--- config.mk ---
export PLATFORM = sky130hd
export DESIGN_NAME = fifo_lvl
export DESIGN_NICKNAME = d
export VERILOG_FILES = /design/src/rtl/fifo_pkg.sv /design/src/rtl/fifo_lvl_ptr.sv /design/src/rtl/fifo_lvl.sv
export SDC_FILE = /design/constraint.sdc
export NUM_CORES = 1
export LEC_CHECK = 0
export ABC_AREA = 1
export CORE_MARGIN = 5
export CORE_UTILIZATION = 30
export DETAILED_ROUTE_END_ITERATION = 16
export PLACE_DENSITY_LB_ADDON = 0.12
export SLEW_MARGIN = 20
export SYNTH_ARGS = -nofsm -noshare
export SYNTH_HDL_FRONTEND = slang
export SYNTH_SLANG_ARGS = --single-unit
--- constraint.sdc ---
create_clock -name i_clk -period 2 [get_ports i_clk]
set_input_delay 0.5 -clock i_clk [delete_from_list [all_inputs] [get_ports i_clk]]
set_output_delay 0.5 -clock i_clk [all_outputs]
set_load 0.005 [all_outputs]
--- src/rtl/fifo_pkg.sv ---
// Shared definitions for the fifo_lvl family.
//   cnt_width  : width needed to hold an occupancy of 0..depth
//   ptr_width  : width needed to index 0..depth-1
//   next_ptr   : wrap increment for arbitrary (non power-of-two) depths
//   fifo_err_t : sticky error flags, also intended for future status registers
package fifo_pkg;

    typedef struct packed {
        logic overflow;
        logic underflow;
    } fifo_err_t;

    function automatic int unsigned cnt_width(input int unsigned depth);
        return $clog2(depth + 1);
    endfunction

    function automatic int unsigned ptr_width(input int unsigned depth);
        return (depth > 1) ? $clog2(depth) : 1;
    endfunction

    // Explicit compare against depth-1 so any depth wraps correctly.
    function automatic int unsigned next_ptr(input int unsigned ptr, input int unsigned depth);
        return (ptr == depth - 1) ? 0 : ptr + 1;
    endfunction

endpackage

--- src/rtl/fifo_lvl_ptr.sv ---
// Wrap counter used as a FIFO read or write index.
//   i_clk : clock, rising edge
//   i_clr : synchronous clear to 0 (reset or flush), has priority over i_en
//   i_en  : advance by one, wrapping Depth-1 -> 0
//   o_ptr : current index, always within 0..Depth-1
module fifo_lvl_ptr
    import fifo_pkg::*;
#(
    parameter int unsigned  Depth = 8,
    localparam int unsigned PtrW  = ptr_width(Depth)
) (
    input  logic            i_clk,
    input  logic            i_clr,
    input  logic            i_en,
    output logic [PtrW-1:0] o_ptr
);

    logic [PtrW-1:0] r_ptr;

    always_ff @(posedge i_clk) begin
        if (i_clr) begin
            r_ptr <= '0;
        end else if (i_en) begin
            r_ptr <= PtrW'(next_ptr(32'(r_ptr), Depth));
        end
    end

    assign o_ptr = r_ptr;

endmodule

--- src/rtl/fifo_lvl.sv ---
// Single-clock show-ahead FIFO with arbitrary depth, occupancy count,
// programmable almost-full/almost-empty levels, flush and sticky errors.
//   i_clk, i_rst           : clock and synchronous active-high reset
//   i_flush                : empty the FIFO (memory untouched)
//   i_clr_err              : clear sticky overflow/underflow
//   i_push, i_wdata        : write request and data
//   i_pop, o_rdata         : read request; o_rdata is the current head
//   o_full, o_empty        : count == Depth / count == 0
//   i_af_thresh, i_ae_thresh, o_almost_full, o_almost_empty : level flags
//   o_count                : occupancy 0..Depth
//   o_overflow, o_underflow: sticky error flags
module fifo_lvl
    import fifo_pkg::*;
#(
    parameter int unsigned  Width = 8,
    parameter int unsigned  Depth = 8,
    localparam int unsigned CntW  = cnt_width(Depth)
) (
    input  logic             i_clk,
    input  logic             i_rst,
    input  logic             i_flush,
    input  logic             i_clr_err,
    input  logic             i_push,
    input  logic [Width-1:0] i_wdata,
    input  logic             i_pop,
    output logic [Width-1:0] o_rdata,
    output logic             o_full,
    output logic             o_empty,
    input  logic [CntW-1:0]  i_af_thresh,
    input  logic [CntW-1:0]  i_ae_thresh,
    output logic             o_almost_full,
    output logic             o_almost_empty,
    output logic [CntW-1:0]  o_count,
    output logic             o_overflow,
    output logic             o_underflow
);

    localparam int unsigned PtrW = ptr_width(Depth);

    logic [Width-1:0] r_mem [Depth];
    logic [CntW-1:0]  r_count;
    fifo_err_t        r_err;
    fifo_err_t        w_err_new;
    logic [PtrW-1:0]  w_wptr;
    logic [PtrW-1:0]  w_rptr;
    logic             w_do_push;
    logic             w_do_pop;
    logic             w_ptr_clr;

    assign o_full  = (r_count == CntW'(Depth));
    assign o_empty = (r_count == '0);

    // Flush discards same-cycle traffic, so it gates the accepted strobes.
    assign w_do_push = i_push & ~o_full & ~i_flush;
    assign w_do_pop  = i_pop & ~o_empty & ~i_flush;
    assign w_ptr_clr = i_rst | i_flush;

    fifo_lvl_ptr #(
        .Depth (Depth)
    ) u_wptr (
        .i_clk (i_clk),
        .i_clr (w_ptr_clr),
        .i_en  (w_do_push),
        .o_ptr (w_wptr)
    );

    fifo_lvl_ptr #(
        .Depth (Depth)
    ) u_rptr (
        .i_clk (i_clk),
        .i_clr (w_ptr_clr),
        .i_en  (w_do_pop),
        .o_ptr (w_rptr)
    );

    always_ff @(posedge i_clk) begin
        if (i_rst) begin
            for (int unsigned i = 0; i < Depth; i++) begin
                r_mem[i] <= '0;
            end
        end else if (w_do_push) begin
            r_mem[w_wptr] <= i_wdata;
        end
    end

    always_ff @(posedge i_clk) begin
        if (i_rst || i_flush) begin
            r_count <= '0;
        end else if (w_do_push && !w_do_pop) begin
            r_count <= r_count + CntW'(1);
        end else if (!w_do_push && w_do_pop) begin
            r_count <= r_count - CntW'(1);
        end
    end

    // Errors are not raised for traffic discarded by a flush.
    assign w_err_new.overflow  = i_push & o_full & ~i_flush;
    assign w_err_new.underflow = i_pop & o_empty & ~i_flush;

    // A new error in the same cycle as i_clr_err keeps the flag set.
    always_ff @(posedge i_clk) begin
        if (i_rst) begin
            r_err <= '0;
        end else if (i_clr_err) begin
            r_err <= w_err_new;
        end else begin
            r_err.overflow  <= r_err.overflow | w_err_new.overflow;
            r_err.underflow <= r_err.underflow | w_err_new.underflow;
        end
    end

    // Pointer is always within 0..Depth-1 by construction of next_ptr.
    assign o_rdata        = r_mem[w_rptr];
    assign o_count        = r_count;
    assign o_almost_full  = (r_count >= i_af_thresh);
    assign o_almost_empty = (r_count <= i_ae_thresh);
    assign o_overflow     = r_err.overflow;
    assign o_underflow    = r_err.underflow;

endmodule

# --- Word level (Yosys, flattened, before mapping) ---
# Memories as Yosys holds them, arrays and structs flattened. A register that Yosys moved wholly into a read port is not among the register bits.
# Index checks and enable logic that the tools add are counted.
word_totals:
  output_inout_bits: 18
  inputBits: 22
  elab_cells: 52
  ff_bits: 12
  n_memories: 1
  ram_bits: 64
mem_list:
  columns: ["name", "words", "width", "rd", "rd_ports_with_merged_regs", "wr", "line_no", "source"]
  rows:
  - ["r_mem", 8, 8, 1, 1, 8, "fifo_lvl.sv:40", "logic [Width-1:0] r_mem [Depth];"]
classes:
  eq_ne: 3
  magnitude_cmp: 2
  bitwise: 14
  muxes: 15
  reduce_logical: 8
  addsub: 4
ops:
  columns: ["op", "count"]
  rows:
  - ["$mux W3", 5]
  - ["$and A1 B1 Y1", 8]
  - ["$mux W4", 2]
  - ["$mux W8", 1]
  - ["$reduce_or A8 Y1", 1]
  - ["$add A3 B1 Y3 const B", 2]
  - ["$eq A3 B3 Y1 const B", 2]
  - ["$mux W1", 6]
  - ["$add A4 B1 Y4 const B", 1]
  - ["$eq A4 B4 Y1 const B", 1]
  - ["$ge A4 B4 Y1", 1]
  - ["$le A4 B4 Y1", 1]
  - ["$logic_not A4 Y1", 1]
  - ["$sub A4 B1 Y4 const B", 1]
  - ["$not A1 Y1", 3]
  - ["$or A1 B1 Y1", 3]
  - ["$logic_and A1 B1 Y1", 2]
  - ["$logic_not A1 Y1", 2]
  - ["$mux W2", 1]
  - ["$reduce_bool A2 Y1", 1]
  - ["$logic_or A1 B1 Y1", 1]

# --- Logic depth before layout (Yosys ltp) ---
# Gate-level depths: netlist (run 1).
depth:
  ltp_word: 9
  ltp_mapped: 13
  ltp_nobuf: 13

# --- By module ---
# Synthesis (run 1) repeated with hierarchy kept, for this count alone.
hier_totals:
  cells_unflattened: 441
  area_unflattened_um2: 4276.6
modules_own_cells:
  columns: ["mod", "seq_area_each_um2", "area_per_inst_um2", "cells_per_inst", "n_inst"]
  rows:
  - ["fifo_lvl", 2042.0, 3998.8, 405, 1]
  - ["fifo_lvl_ptr", 60.1, 138.9, 18, 2]

# --- Worst setup path before layout (run 1) ---
# No wires, ideal clock.
synth_path:
  kind: "input to register"
  startpoint: "input i_push"
  endpoint: "register r_count[3], in the netlist o_count[3]"
  setup_ps: 109
  arrival_time_ps: 1946
  n_path_buf: 0
  path_slack_ps: -55
  cell_stages: 13
  required_time_ps: 1891
  path_cell_list: "inv_1 nor2_1 nand2_1 inv_1 ha_1 inv_1 ha_1 a21oi_1 nand2_1 nand2_1 nand3_1 nand2_1 inv_1"
synth_between:
  elab_chain_cells: 5
  word_cells_on_any_way: 7
  classes_between: "1 x mux; 2 x bitwise; 4 x reduce/logical"
synth_rtl:
  columns: ["element", "line_no", "source"]
  rows:
  - ["start, declared", "fifo_lvl.sv:23", "input logic i_push,"]
  - ["$and A1 B1 Y1 * (2 in a row)", "fifo_lvl.sv:54", "assign w_do_push = i_push & ~o_full & ~i_flush;"]
  - ["net u_wptr.i_en", "fifo_lvl_ptr.sv:14", "input logic i_en,"]
  - ["$logic_not A1 Y1", "fifo_lvl.sv:91", "end else if (!w_do_push && w_do_pop) begin"]
  - ["$logic_and A1 B1 Y1", "fifo_lvl.sv:91", null]
  - ["$reduce_bool A2 Y1 (no line)", null, null]
  - ["end signal, assigned", "fifo_lvl.sv:90", "r_count <= r_count + CntW'(1);"]
  - ["end signal, assigned", "fifo_lvl.sv:92", "r_count <= r_count - CntW'(1);"]
  - ["end, declared", "fifo_lvl.sv:41", "logic [CntW-1:0] r_count;"]
# The timed path passes the listed nets; every way through them passes the cells marked *.
# A chain may end at the register's enable or synchronous reset.

==> results of run 1 <==
[routing by layer]
metal	wire length, µm	global-route usage, %	vias up
met5	0	0	-
met4	127	3.827	0
met3	528	3.710	12
met2	5335	24.26	59
met1	4797	18.08	1544
li1	-	-	1614
[state kept, by name, summed over array words and instances (netlist names), named ones only]
name          cells
u_rptr.o_ptr      3
o_underflow       1
r_mem            64
u_wptr.o_ptr      3
o_count           4
o_overflow        1
[power by group through the flow]
stage | combinational [µW] | sequential (µW) | clock, µW
2_1_floorplan | 226 | 1890 | 0
4_1_cts | 499 | 1870 | 1660
5_1_grt | 564 | 1880 | 1740
6_report | 507 | 1870 | 1630
3_5_place_dp | 474 | 1900 | 0
3_3_place_gp | 465 | 1900 | 0
[how the worst min path moves through the flow]
stage	startpoint	slack (ns)	depth (start not counted)	endpoint
floorplan	o_overflow	0.45	2	o_overflow
global placement	o_overflow	0.46	2	o_overflow
detailed placement	o_underflow	0.46	2	o_underflow
CTS	o_overflow	0.47	2	o_overflow
global route	o_overflow	0.49	2	o_overflow
finish	o_overflow	0.46	2	o_overflow
[kinds of logic after synthesis]
kind of cell | share of synthesized area, %
flip-flops | 55.76
buffers and inverters | 5.997
XOR/XNOR | 0.2198
AO/OA/AOI/OAI | 9.482
AND/OR/NAND/NOR | 23.33
adder cells (fa/ha/maj) | 5.212
[cell type report]
class | count | share of cell area (%)
multi-input cells | 287 | 31.35
flip-flops and latches | 79 | 40.63
inverters | 38 | 2.686
clock buffers | 9 | 4.097
clock inverters | 7 | 1.161
well taps | 176 | 4.006
repair buffers | 93 | 16.07
[synth_stat cells (7+ instances only)]
library cell               number  area [µm²]
sky130_fd_sc_hd__o21ai_1       13       65.06
sky130_fd_sc_hd__buf_2          7       35.03
sky130_fd_sc_hd__o21ai_0       48       240.2
sky130_fd_sc_hd__nand2_1       50       187.7
sky130_fd_sc_hd__nor3_1        28       140.1
sky130_fd_sc_hd__nor3_2        20       200.2
sky130_fd_sc_hd__nor2_1        81       304.0
sky130_fd_sc_hd__inv_1         36       135.1
sky130_fd_sc_hd__nand3_1        8       40.04
sky130_fd_sc_hd__a21oi_1       13       65.06
sky130_fd_sc_hd__dfxtp_1       15       300.3
sky130_fd_sc_hd__ha_1          15       187.7
sky130_fd_sc_hd__edfxtp_1      64        1922
[through the flow]
| stage | utilization (%) | setup WS [ns] | setup TNS [ns] |
|---|---|---|---|
| 2_1_floorplan | - | 0.03808 | 0 |
| 3_3_place_gp | 37.31 | -0.6114 | -5.016 |
| 3_5_place_dp | 37.31 | -0.6220 | -5.761 |
| 4_1_cts | 41.32 | -0.1270 | -0.5534 |
| 5_1_grt | 41.84 | -0.1947 | -1.334 |
| 6_report | 41.84 | -0.08874 | -0.3733 |
[what timing repair did]
action                     4_1_cts  5_1_grt
cloned                           1        0
hold buffers                     0        0
setup endpoints to repair       15       14
gates resized for setup        123       29
hold endpoints to repair         0        0
pin swaps                       34       21
setup buffers                   10        1
[critical path: stages (launching register included)]
cell	delay, ns
sky130_fd_sc_hd__dfxtp_4	0.38
sky130_fd_sc_hd__buf_6	0.13
sky130_fd_sc_hd__buf_12	0.12
sky130_fd_sc_hd__buf_4	0.12
sky130_fd_sc_hd__o21ai_0	0.16
sky130_fd_sc_hd__o21ai_1	0.09
sky130_fd_sc_hd__nand2_1	0.07
sky130_fd_sc_hd__nand2_1	0.06
sky130_fd_sc_hd__buf_2	0.13
==> metrics list, run 1 <==
* Run status: finished, violations left
- The checks that failed: negative setup slack.
- Max-slew violations: 0
* Sequential share of power: between 40% and 50%
* Clock network fraction of total power: between 40% and 50%
* Detailed-route wire length per cell: ~16 µm
- Area used by sequential logic in the layout: between 2000 and 2500 µm²
* Number of global-route vias before repair: about 3300
* Maximum level of the CTS H-tree: 3
- First-pass GRT wire length: 17.39 mm
- Of all nets on the critical path, the largest fanout is 6.
- For this run, the register share of the synthesized area comes to a little under three fifths.
* Starting utilization of the core area: 30.33%
* Clock-pin slew of the registers on the worst-case setup and hold paths: 0.06 ns
- The worst-case IR drop observed on VDD is around 0.38 mV.
- From synthesis to final layout, the design area changed by 37.93%.
* Worst Hold Margin: between 0.4 and 0.5 ns
- The worst setup path is launched from a flop.
- The cell area that synthesis handed to floorplanning was 3985 µm².
- Type of the worst setup path: reg -> out
- Of the available clock period, the critical path in the final layout requires 104.4%.
- R2r endpoint: o_count[3]
- Excluding fillers, the count of instances in the completed layout stands at a little under 700.
- TritonCTS Buffers: 9
- Largest net degree at the start of global routing: 30
- After floorplanning, the core was sized to cover roughly 13000 µm².
- Most common cell after layout, fill and taps aside: sky130_fd_sc_hd__nor2_1
- After layout, the design draws a total of ~4000 µW.
- Worst-case clock skew: around 0.0068 ns
- Latest clock arrival within the worst-skew pair: approximately 0.34 ns
- After detailed placement, the total cell area comes to about 5000 µm².
- For this run, the post-layout net count is 546.
* Internal power of the cells: 3021 µW
- Mapped Cells: 420
* Final worst slack: -0.08874 ns
* CTS root buf: sky130_fd_sc_hd__clkbuf_16
* Overall routing resource usage: 14.27%
- Number of antenna violations at the first check in global routing: 0
- In this run the core area contains 42 standard-cell rows.
- After detailed routing, the number of remaining DRC violations is 0.
- The worst pin sits at a relative slew slack of 73.32%.
- Most used DFF post-synth: sky130_fd_sc_hd__edfxtp_1
* Least-Margin Pin Slew: ~0.4 ns
- Combinational cells account for approximately an eighth of the total power.
* Fill cells: roughly 1300
* Net switching power figure: between 900 and 1000 µW
* CTS Sinks: 79
- The repair_antennas step left the layout with diodes totalling 0.
* Path depth of the worst reg2reg path: 14
- Number of cells in the design after placement: approximately 660
* Required arrival time at the worst endpoint: approximately 1.5 ns
- The total count of hold-check failures in the final report was 0.
* MaxCap Viol Count: 0
- STA classifies the critical path endpoint as a primary output.
- Number of vias after detailed routing: about 3200
- After synthesis, the netlist uses 25 different library cells.
* Unrepaired setup endpoints after global routing: yes
- The finished cells cover 5497 µm².
* Count of endpoints failing setup in the final report: 6
- Flop-to-flop setup slack: 0.16 ns
- Total congestion overflow after global routing: 0
- For this design the top-level I/O count stands at 40.
- Counting I/O delays and the setup requirement, the final critical path takes between 2 and 2.5 ns.
* Floorplan die area: 15690 µm²
* Floorplan die width: 125.3 µm
- Post-synth EDFFs: 64
* Commonest cells after routing, fill and taps aside: sky130_fd_sc_hd__nor2_1, sky130_fd_sc_hd__edfxtp_1, sky130_fd_sc_hd__nand2_1, sky130_fd_sc_hd__o21ai_1, sky130_fd_sc_hd__buf_4
- Iter 0 DRT Violations: 174
- Maximum clock frequency: 478.8 MHz
- Summing all multi-input logic gate instances after layout gives around 1700 µm².
* Placer Congestion: around 0.76
* R2r startpoint: o_count[1]
* Register bit total from synthesis: 79
- Detailed-route vias per instance: around 4.7
* Arrival time of the worst setup path: between 1.5 and 2 ns
* Capture point of the worst path: o_rdata[6]
- Buffers placed on the I/O ports in this run total 39.
- Number of buffers on the longest clock path: 2
- For this run, the detailed router's first-pass iteration total came to 4.
- Fraction of registers with async set/reset: 0%
- HPWL Detailed: 7.567 mm
- Leakage dissipation: around 0.0022 µW
* Fraction of final layout cells sized beyond drive strength 1: ~30%
- After synthesis, the mean cell area works out to between 9 and 10 µm².
* Clock tree from TritonCTS: done
- Kind of path behind the tightest hold check: reg -> reg
- Synthesis produced a netlist with a net count of around 460.
- Overall die height: around 130 µm
- Switching share of power: between 20% and 30%
- Total wirelength of the detailed-routed design: 10.79 mm
* Synthesis warning total: 0
* Post-DRT Antenna Nets: 0
* Power per cell area: between 700 and 800 nW/µm²
Power figures use the tool's default switching activity.
==> inputs of run 2 (changes only) <==
CAP_MARGIN = 20   (was not set)
TNS_END_PERCENT = 20   (was not set)
==> run 2 against run 1 <==
The run still ends with negative setup slack left. First-iteration DRC count is 8.0% higher. Maximum frequency is 0.52% higher. Global-route usage is 0.072 points lower. Routed wire length is 0.71% lower. Via count is 1.2% lower. Largest cell class unchanged. Critical endpoint is now o_rdata[4]. Power is 0.58% lower. Critical path depth is 1 higher. Count of clock-buffer cells in the layout stayed put.
==> metrics list, run 2 (synthesis gave the netlist of run 1 again) <==
- Crit. End Element: primary output (unchanged)
- The power share of the sequential group was 46.9% (was 46.7%).
- Number of global-route vias before repair: 3267 (was 3301)
* MaxCap Viol Count: 0 (unchanged)
* Top-level port count: 40 (unchanged)
- The most common library cell in the layout ignoring fill and taps was sky130_fd_sc_hd__nor2_1 (unchanged).
- Power per cell area: 735.5 nW/µm² (was 728.6 nW/µm²)
- Time the final worst path needs with I/O delays and setup: 2.078 ns (was 2.089 ns)
- TritonCTS Buffers: 9 (unchanged)
- The number of flip-flops under the largest register name is 64 (unchanged).
- The vertical die dimension was 125.3 µm (unchanged).
- The worst path setup slack after routing is -0.07799 ns (was -0.08874 ns).
* Synth-to-Final Area Change: 35.86% (was 37.93%)
* CTS Sinks: 79 (unchanged)
- Post-layout net count: 543 (was 546)
- Area used by sequential logic in the layout: 2232 µm² (was 2233 µm²)
- Switching share of power: 24.45% (was 24.56%)
- CP max FO: 7 (was 6)
- Detailed-route vias per instance: 4.650 (was 4.687)
* Total wirelength of the detailed-routed design: 10.71 mm (was 10.79 mm)
- Clock network fraction of total power: 40.8% (was 40.6%)
* Maximum clock frequency: 481.2 MHz (was 478.8 MHz)
- The path class of the lowest-slack min-delay path is reg -> reg (unchanged).
* Required arrival time at the worst endpoint: 1.50 ns (about the same)
* Latest clock arrival within the worst-skew pair: 0.34 ns (about the same)
- Commonest cells after routing, fill and taps aside: sky130_fd_sc_hd__nor2_1, sky130_fd_sc_hd__edfxtp_1, sky130_fd_sc_hd__nand2_1, sky130_fd_sc_hd__o21ai_1, sky130_fd_sc_hd__buf_4 (unchanged).
- Count of endpoints failing setup in the final report: 7 (was 6)
* Detailed-route wire length per cell: 15.62 µm (was 15.66 µm)
- VDD IR-drop max: 0.3842 mV (was 0.3839 mV)
- Worst-case clock skew: 0.006629 ns (was 0.006786 ns)
* Total congestion overflow after global routing: 0 (unchanged)
- The kind of critical path is reg -> out (unchanged).
- The H-tree level count was 3 (unchanged).
- The detailed router's first-iteration violation count came to 188 (was 174).
* Area of the multi-input gates: 1669 µm² (was 1723 µm²)
* Net switching power figure: 973.6 µW (was 983.7 µW)
* Finished layout cell area: 5414 µm² (was 5497 µm²)
- Number of vias after detailed routing: 3190 (was 3229)
- Run status: finished, violations left (unchanged).
* Met2 usage: 23.98% (was 24.26%)
- The area of the die is 15690 µm² (unchanged).
* Final total negative setup slack: -0.2751 ns (was -0.3733 ns)
- The most utilized layer in the global route result was met2 (unchanged).
* Starting utilization of the core area: 30.33% (unchanged)
- The met3 capacity usage during global routing was 3.710% (unchanged).
- The critical path data arrival time is 1.58 ns (was 1.59 ns).
- Fill cells: 1324 (was 1319)
- The pin slew with the least headroom to its limit is 0.3993 ns (was 0.3997 ns).
- Max-slew violations: 0 (unchanged)
- CTS root buf: sky130_fd_sc_hd__clkbuf_16 (unchanged)
- Critical-path cell list: buf_6 > buf_6 > nor2_1 > nor2_1 > o21ai_1 > o21ai_1 > nand2_1 > nand2_1 > buf_2 (was buf_6 > buf_12 > buf_4 > o21ai_0 > o21ai_1 > nand2_1 > nand2_1 > buf_2).
* Share of the core filled with cells: 41.21% (was 41.84%)
* Post-DRT Antenna Nets: 0 (unchanged)
* Worst slack at placement: -0.6220 ns (unchanged)
* Detailed-router iteration count before antenna repair: 4 (unchanged)
* Slowest stage cell on the critical path: sky130_fd_sc_hd__dfxtp_4 (unchanged)
- The count of unresolved DRC violations after routing is 0 (unchanged).
* Unrepaired setup endpoints after global routing: yes (unchanged)
- The ratio of cells with drive above 1 in the final layout is 28.43% (was 30.02%).
* Number of buffers on the longest clock path: 2 (unchanged)
- Worst stage delay on the critical path: 0.40 ns (was 0.38 ns)
- Core area: 13140 µm² (unchanged)
* Internal power of the cells: 3008 µW (was 3021 µW)
- The first-pass GRT wire length was 17.30 mm (was 17.39 mm).
* Violations in the final reports: negative setup slack (unchanged)
- Met1 GRT Util: 18.11% (was 18.08%)
* Endpoints failing hold: 0 (unchanged)
* Cell Area, Placed: 4902 µm² (unchanged)
- Number of antenna violations at the first check in global routing: 0 (unchanged)
- Crit start category: flop (unchanged)
* Normalized max-slew margin: 73.35% (was 73.32%)
* Overall routing resource usage: 14.20% (was 14.27%)
- Biggest register: r_mem (unchanged)
- Largest net degree at the start of global routing: 30 (unchanged)
- The CTS tree is done (unchanged).
* Clock-pin slew of the registers on the worst-case setup and hold paths: 0.06 ns (about the same)
* Antenna Cells: 0 (unchanged)
- Placer Congestion: 0.7564 (unchanged)
- Number of port buffers: 39 (unchanged)
* Comb pwr share: 12.2% (was 12.7%)
* Share of the cycle needed by the critical path after routing: 103.9% (was 104.4%)
- The static leakage came to 0.002149 µW (was 0.002187 µW).
* Number of hold-repair buffers added at the cts stage: 0 (unchanged)
- The horizontal die dimension came to 125.3 µm (unchanged).
- The standard-cell row count was 42 (unchanged).
- The placed wire-length estimate came to 7.567 mm (unchanged).
## run 2: changes by cell type in the layout (fill, tap and decap cells not counted), moves of 2 or more
cell	change
sky130_fd_sc_hd__nor2_4	-3
sky130_fd_sc_hd__nor2_1	+2
sky130_fd_sc_hd__buf_2	-3
sky130_fd_sc_hd__ha_1	+2
sky130_fd_sc_hd__buf_4	-2
sky130_fd_sc_hd__ha_4	-2
## run 2: power by group through the flow
stage                     sequential [µW]  clock [µW]  combinational (µW)
after floorplan                      1890           0                 226
after global placement               1900           0                 465
after detailed placement             1900           0                 474
after CTS                            1870        1660                 490
after global routing                 1880        1740                 544
final                                1870        1630                 487
## run 2: final timing paths
| path | depth (start not counted) | end | from | slack (ns) |
|---|---|---|---|---|
| worst min-delay path | 2 | o_overflow | o_overflow | 0.46 |
| worst min register to register | 2 | o_overflow | o_overflow | 0.46 |
| worst max-delay path | 9 | o_rdata[4] | flop | -0.08 |
| worst max register to register | 13 | o_count[3] | o_count[2] | 0.06 |
## run 2: metal layers
metal	wire length (µm)	share of wire, %
met2	5375	50
met4	127	1.2
met3	357	3.3
met1	4852	45
met5	0	0
## run 2: critical path, delay by kind of cell, from the launching register on
| kind | cells | cell delay [ns] |
|---|---|---|
| AO/OA/AOI/OAI | 2 | 0.20 |
| buffers and inverters | 3 | 0.35 |
| flip-flops | 1 | 0.40 |
| AND/OR/NAND/NOR | 4 | 0.30 |
## run 2: layout make-up
class	count	area share, %
flip-flops and latches	79	41.23
multi-input cells	287	30.83
repair buffers	90	15.81
clock buffers	9	4.160
well taps	176	4.067
inverters	38	2.727
clock inverters	7	1.179
## run 2: repair_timing
item                                    4_1_cts  5_1_grt
buffers inserted                              7        1
pin swaps                                    30       16
cloned                                        1        0
endpoints found under the setup margin       15       14
resized for setup                           110       29
## run 2: metrics by stage
stage	hold slack (ns)	total power, µW	std cells
4_1_cts	0.4692	4017	686
6_report	0.4632	3982	686
3_5_place_dp	0.4554	2372	662
5_1_grt	0.4860	4156	686
2_1_floorplan	0.4536	2118	420
3_3_place_gp	0.4607	2362	662
